--- config.mk ---
export PLATFORM = sky130hd
export DESIGN_NAME = cmp_hysteresis_monitor
export DESIGN_NICKNAME = d
export VERILOG_FILES = /design/src/rtl/cmp_pkg.sv /design/src/rtl/cmp_hysteresis_monitor_sat_counter.sv /design/src/rtl/cmp_hysteresis_monitor.sv
export SDC_FILE = /design/constraint.sdc
export NUM_CORES = 1
export LEC_CHECK = 0
export CAP_MARGIN = 20
export CORE_MARGIN = 4
export CORE_UTILIZATION = 54
export DETAILED_ROUTE_END_ITERATION = 10
export GPL_ROUTABILITY_DRIVEN = 0
export PLACE_DENSITY = 0.84
export SETUP_SLACK_MARGIN = 0.05
export SYNTH_ARGS = -nofsm -noshare
export SYNTH_HDL_FRONTEND = slang
export SYNTH_SLANG_ARGS = --single-unit
--- constraint.sdc ---
create_clock -name clk -period 2.7 [get_ports clk]
set_clock_uncertainty 0.1 [all_clocks]
set_input_delay 0.405 -clock clk [delete_from_list [all_inputs] [get_ports clk]]
set_output_delay 0.405 -clock clk [all_outputs]
set_load 0.01 [all_outputs]
--- src/rtl/cmp_pkg.sv ---
// ---------------------------------------------------------------------------
// cmp_pkg
// Shared types and helpers for the comparator hysteresis monitor.
//   mon_state_e  : monitor FSM state encoding (also exported on the state port)
//   cmp_res_e    : decoded comparator outcome
//   decode_flags : maps raw gt/lt/eq flags to a cmp_res_e; anything that is
//                  not exactly one-hot decodes to RES_BAD
// ---------------------------------------------------------------------------
package cmp_pkg;

    typedef enum logic [1:0] {
        IDLE     = 2'd0,
        PEND_SET = 2'd1,
        ALARM    = 2'd2,
        PEND_CLR = 2'd3
    } mon_state_e;

    // Plain constants with the same encoding, so the FSM register can be a
    // simple logic vector that legacy tools and checkers bind to easily.
    localparam logic [1:0] ST_IDLE     = 2'd0;
    localparam logic [1:0] ST_PEND_SET = 2'd1;
    localparam logic [1:0] ST_ALARM    = 2'd2;
    localparam logic [1:0] ST_PEND_CLR = 2'd3;

    typedef enum logic [1:0] {
        RES_GT  = 2'd0,
        RES_LT  = 2'd1,
        RES_EQ  = 2'd2,
        RES_BAD = 2'd3
    } cmp_res_e;

    function automatic cmp_res_e decode_flags(input logic gt, input logic lt, input logic eq);
        cmp_res_e res;
        case ({gt, lt, eq})
            3'b100:  res = RES_GT;
            3'b010:  res = RES_LT;
            3'b001:  res = RES_EQ;
            default: res = RES_BAD;
        endcase
        return res;
    endfunction

endpackage

--- src/rtl/cmp_hysteresis_monitor_sat_counter.sv ---
// ---------------------------------------------------------------------------
// sat_counter
// Up-counter that sticks at its all-ones value instead of wrapping.
//   clk   : rising-edge clock
//   rst_n : asynchronous active-low reset (q -> 0)
//   clr   : synchronous clear (q -> 0), takes priority over inc
//   inc   : count enable
//   q     : current count
// ---------------------------------------------------------------------------
module sat_counter #(
    parameter int W = 8
) (
    input  logic         clk,
    input  logic         rst_n,
    input  logic         clr,
    input  logic         inc,
    output logic [W-1:0] q
);

    always_ff @(posedge clk or negedge rst_n) begin
        if (!rst_n) begin
            q <= '0;
        end else if (clr) begin
            q <= '0;
        end else if (inc && (q != {W{1'b1}})) begin
            q <= q + 1'b1;
        end
    end

endmodule

--- src/rtl/cmp_hysteresis_monitor.sv ---
// ---------------------------------------------------------------------------
// cmp_hysteresis_monitor
// Debounces magnitude-comparator results into an alarm level with separate
// set/clear run lengths, counts each outcome, and flags malformed flag sets.
//   clk, rst_n, clr           : clock, async active-low reset, sync clear
//   in_valid                  : comparator flags valid this cycle
//   a_gt_b, a_lt_b, a_eq_b    : comparator flags
//   alarm                     : debounced above-threshold level
//   alarm_rise                : one-cycle pulse when alarm goes 0->1
//   err_flags                 : sticky, set by an accepted non-one-hot flag set
//   state                     : FSM state (cmp_pkg::mon_state_e encoding)
//   gt_cnt, lt_cnt, eq_cnt    : saturating per-outcome sample counters
// Handshake: there is no back-pressure. A sample is consumed on every rising
// clk edge where in_valid=1; its effect appears on the outputs one cycle later.
// ---------------------------------------------------------------------------
module cmp_hysteresis_monitor
    import cmp_pkg::*;
#(
    parameter int SET_CNT = 3,
    parameter int CLR_CNT = 3,
    parameter int CNT_W   = 8
) (
    input  logic             clk,
    input  logic             rst_n,
    input  logic             clr,
    input  logic             in_valid,
    input  logic             a_gt_b,
    input  logic             a_lt_b,
    input  logic             a_eq_b,
    output logic             alarm,
    output logic             alarm_rise,
    output logic             err_flags,
    output logic [1:0]       state,
    output logic [CNT_W-1:0] gt_cnt,
    output logic [CNT_W-1:0] lt_cnt,
    output logic [CNT_W-1:0] eq_cnt
);

    localparam int MAX_CNT = (SET_CNT > CLR_CNT) ? SET_CNT : CLR_CNT;
    localparam int RUN_W   = $clog2(MAX_CNT + 1);

    localparam logic [RUN_W-1:0] SET_RUN = RUN_W'(SET_CNT);
    localparam logic [RUN_W-1:0] CLR_RUN = RUN_W'(CLR_CNT);
    localparam logic [RUN_W-1:0] RUN_ONE = RUN_W'(1);

    cmp_res_e         res;
    logic             take_gt;
    logic             take_lt;
    logic             take_eq;
    logic             take_bad;
    logic [1:0]       state_q;
    logic [1:0]       state_d;
    logic [RUN_W-1:0] run_q;
    logic [RUN_W-1:0] run_d;
    logic [RUN_W-1:0] run_inc;
    logic             alarm_d;

    assign res      = decode_flags(a_gt_b, a_lt_b, a_eq_b);
    assign take_gt  = in_valid && (res == RES_GT);
    assign take_lt  = in_valid && (res == RES_LT);
    assign take_eq  = in_valid && (res == RES_EQ);
    assign take_bad = in_valid && (res == RES_BAD);
    assign run_inc  = run_q + RUN_ONE;

    // Next-state logic. Only well-formed accepted samples move the FSM; a
    // malformed or absent sample leaves state and run exactly as they were.
    always_comb begin
        state_d = state_q;
        run_d   = run_q;
        if (take_gt || take_lt || take_eq) begin
            case (state_q)
                ST_IDLE: begin
                    if (take_gt) begin
                        run_d   = RUN_ONE;
                        state_d = (SET_CNT == 1) ? ST_ALARM : ST_PEND_SET;
                    end else begin
                        run_d = '0;
                    end
                end
                ST_PEND_SET: begin
                    if (take_gt) begin
                        if (run_inc == SET_RUN) begin
                            state_d = ST_ALARM;
                            run_d   = '0;
                        end else begin
                            run_d = run_inc;
                        end
                    end else begin
                        state_d = ST_IDLE;
                        run_d   = '0;
                    end
                end
                ST_ALARM: begin
                    if (take_lt) begin
                        run_d   = RUN_ONE;
                        state_d = (CLR_CNT == 1) ? ST_IDLE : ST_PEND_CLR;
                    end
                end
                ST_PEND_CLR: begin
                    // eq is the neutral band: neither extends nor breaks the run.
                    if (take_lt) begin
                        if (run_inc == CLR_RUN) begin
                            state_d = ST_IDLE;
                            run_d   = '0;
                        end else begin
                            run_d = run_inc;
                        end
                    end else if (take_gt) begin
                        state_d = ST_ALARM;
                        run_d   = '0;
                    end
                end
                default: begin
                    state_d = ST_IDLE;
                    run_d   = '0;
                end
            endcase
        end
    end

    assign alarm_d = (state_d == ST_ALARM) || (state_d == ST_PEND_CLR);

    always_ff @(posedge clk or negedge rst_n) begin
        if (!rst_n) begin
            state_q    <= ST_IDLE;
            run_q      <= '0;
            alarm      <= 1'b0;
            alarm_rise <= 1'b0;
            err_flags  <= 1'b0;
        end else if (clr) begin
            state_q    <= ST_IDLE;
            run_q      <= '0;
            alarm      <= 1'b0;
            alarm_rise <= 1'b0;
            err_flags  <= 1'b0;
        end else begin
            state_q    <= state_d;
            run_q      <= run_d;
            alarm      <= alarm_d;
            // alarm_d equals alarm whenever nothing is accepted, so the pulse
            // is naturally suppressed on idle cycles and PEND_CLR -> ALARM.
            alarm_rise <= alarm_d && !alarm;
            if (take_bad) begin
                err_flags <= 1'b1;
            end
        end
    end

    assign state = state_q;

    sat_counter #(.W(CNT_W)) u_gt_cnt (
        .clk   (clk),
        .rst_n (rst_n),
        .clr   (clr),
        .inc   (take_gt),
        .q     (gt_cnt)
    );

    sat_counter #(.W(CNT_W)) u_lt_cnt (
        .clk   (clk),
        .rst_n (rst_n),
        .clr   (clr),
        .inc   (take_lt),
        .q     (lt_cnt)
    );

    sat_counter #(.W(CNT_W)) u_eq_cnt (
        .clk   (clk),
        .rst_n (rst_n),
        .clr   (clr),
        .inc   (take_eq),
        .q     (eq_cnt)
    );

endmodule
==> run summary <==
run status = complete, no violations
Worst EP required = 2.88 ns
initial antenna violation count = 0
Synth Area in Simple Gates = 24.5%
setup tns final = 0 ns
Synth Area in XOR/XNOR = 6.84%
Main synth FF type = dfrtp_1
Startpoint Class = primary input
footprint of the multi-input gates = 850 um^2
Post-Synthesis Net Count = 179
Tot Pwr = 0.780 mW
Ys Warns = 0
DR pass1 iterations = 4
Tmin final = 2.09 ns
Vias = 1,482
Antenna Cells = 0
Num CTS Buffers = 5
Core Footprint = 2850 um^2
gr ovfl total = 0
CTS Buffer Depth = 2
largest family of logic cells by synthesized area = simple AND/OR/NAND/NOR gates
dpl hpwl = 2870 um
Post-Synthesis Cells = 169
fin. max-slew vios = 0
Final period util = 77.4%
I/O Buffers = 35
area delta synth->final = 25.7%
DR DRC count = 0
Mean Syn Cell Area = 9.85 um^2
share of post-route cells with drive strength above 1 = 6.76%
vias in the first global route = 1,485
Worst Tran Pin Value = 0.699 ns
synthesized flop and latch total = 31
RSZ-0062 raised after global routing = no
clock tree from TritonCTS = yes
FP Rows = 19
CP Capture Type = flop
CP Cell Sequence = clkdlybuf4s50_1 -> nand4bb_1 -> a211o_1 -> a311oi_1 -> o31a_1
commonest non-fill, non-tap cell in the layout = clkdlybuf4s50_1
clock sink count = 31
post-synthesis mux area share = 3.01%
Vias/cell = 6.23
die width = 63.5 um
mean routed wirelength per cell = 16.5 um
Critical Path Max Stage Delay = 0.53 ns
Initial Utilization = 58.4%
Async SR Flop Fraction = 100%
Achievable Freq = 478 MHz
Storage cell area = 776 um^2
Adder-Cell Fraction of Synth Area = 2.25%
WHS Path Cells = 1
io pins = 36
post-CTS setup buffers = 0
worst relative slew slack = 53.3%
final hold vios = 0
Die Ht = 63.5 um
H-Tree Depth = 2
slowest CP cell = clkdlybuf4s50_1
hold_buf cts = 0
die area = 4040 um^2
All-Layer GR Usage = 21.2%
final wirelength = 3930 um
type of the tightest min-delay check = flop to flop
Compound-Gate Fraction of Synth Area = 14.4%
Distinct cells, synth = 39
first-pass GRT wire length = 6750 um
CTS root buf = clkbuf_4
Post-Syn Area = 1670 um^2
EDFF count, synth = 0
classification of the worst setup path = primary input to flop
1st-iter DRT viols = 126
worst skew pair latency = 0.34 ns
Max IR drop VDD = 0.000331 V
nets@finish = 218
CP arrival = 2.27 ns
commonest cells after routing, fill and taps aside = clkdlybuf4s50_1 (35), dfrtp_1 (31), nor2_1 (18)
P per Cell Area = 372 nW/um^2
Gates resized, CTS repair = 0
Crit Path Max Fanout = 9
largest net degree at the start of global routing = 32
register area share after synthesis = 46.6%
# fillers = 214
Final ANT Viol Nets = 0
R2R depth = 5
Clock transition at path regs = 0.09 ns
max-cap violation count = 0
Leak = 0.832 nW
endpoints failing setup = 0
layout make-up:
cell class              instances  area share [%]
repair buffers                 38            17.8
clock buffers                   6            1.97
multi-input cells             128            40.6
inverters                       4           0.717
well taps                      31            1.85
flip-flops and latches         31            37.1
state kept, by name (all words and copies together), names as in the netlist:
name        flops
u_eq_cnt.q      8
u_gt_cnt.q      8
u_lt_cnt.q      8
run_q           2
state           2
alarm           1
alarm_rise      1
err_flags       1
layer usage:
metal / vias up / share of wire [%] / global-route usage (%)
met1: 717 / 45 / 26.9
met4: 0 / 1.8 / 8.89
li1: 711 / - / -
met5: - / 0 / 0
met3: 11 / 5.6 / 8.17
met2: 43 / 48 / 32.2
where the power goes:
group	switching [mW]	internal [mW]	leakage [nW]
registers	0.00547	0.468	0.431
logic	0.0368	0.0291	0.377
clock network	0.147	0.0923	0.0242
total	0.190	0.590	0.832
cell usage after synthesis, types with 3 or more instances:
library cell	instances	area share, %
clkbuf_1	3	0.68
a21oi_1	10	3.0
dfrtp_1	31	47
and3_1	3	1.1
o21ai_0	5	1.5
nor4_1	5	1.9
a211oi_1	3	1.4
ha_1	3	2.3
and4bb_2	3	2.3
xor2_1	6	3.2
or3_1	3	1.1
nand2_1	11	2.5
nand4bb_1	3	2.0
xnor2_1	7	3.7
inv_1	4	0.90
nor3_1	5	1.5
nor2_1	18	4.1
nand4_1	7	2.6
nand3_1	6	1.8
and4_1	3	1.6
mux2i_1	5	3.0
critical path: cells and delay by family:
| family | cells | cell delay, ns |
|---|---|---|
| and+or+nand+nor | 1 | 0.49 |
| AOI/OAI and AO/OA | 3 | 0.84 |
| buffers and inverters | 1 | 0.53 |
cells by family after synthesis:
kind of cell	count (synthesis)
AO/OA/AOI/OAI	35
XOR/XNOR	13
adder cells (fa/ha/maj)	3
buffers and inverters	10
flip-flops	31
multiplexers	5
AND/OR/NAND/NOR	72
path summary, 6_finish.rpt:
check / from / end / slack [ns]
min in group asynchronous: rst_n / alarm_rise / 0.36
max reg2reg: u_eq_cnt.q[0] / u_eq_cnt.q[7] / 0.92
min reg2reg: alarm / alarm_rise / 0.35
min: alarm / alarm_rise / 0.35
max: a_eq_b / run_q[0] / 0.61
max in group asynchronous: rst_n / run_q[1] / 1.85
stage by stage:
stage,hold slack (ns),worst slack (ns),std cells,util [%],cell area [um^2]
2_1_floorplan,0.00941,1.07,169,-,1670
3_3_place_gp,0.309,0.421,232,71.9,2050
3_5_place_dp,0.351,0.293,232,71.9,2050
4_1_cts,0.363,0.639,238,73.4,2090
5_1_grt,0.379,0.540,238,73.4,2090
6_report,0.347,0.610,238,73.4,2090
(Power assumes the default switching activity.)
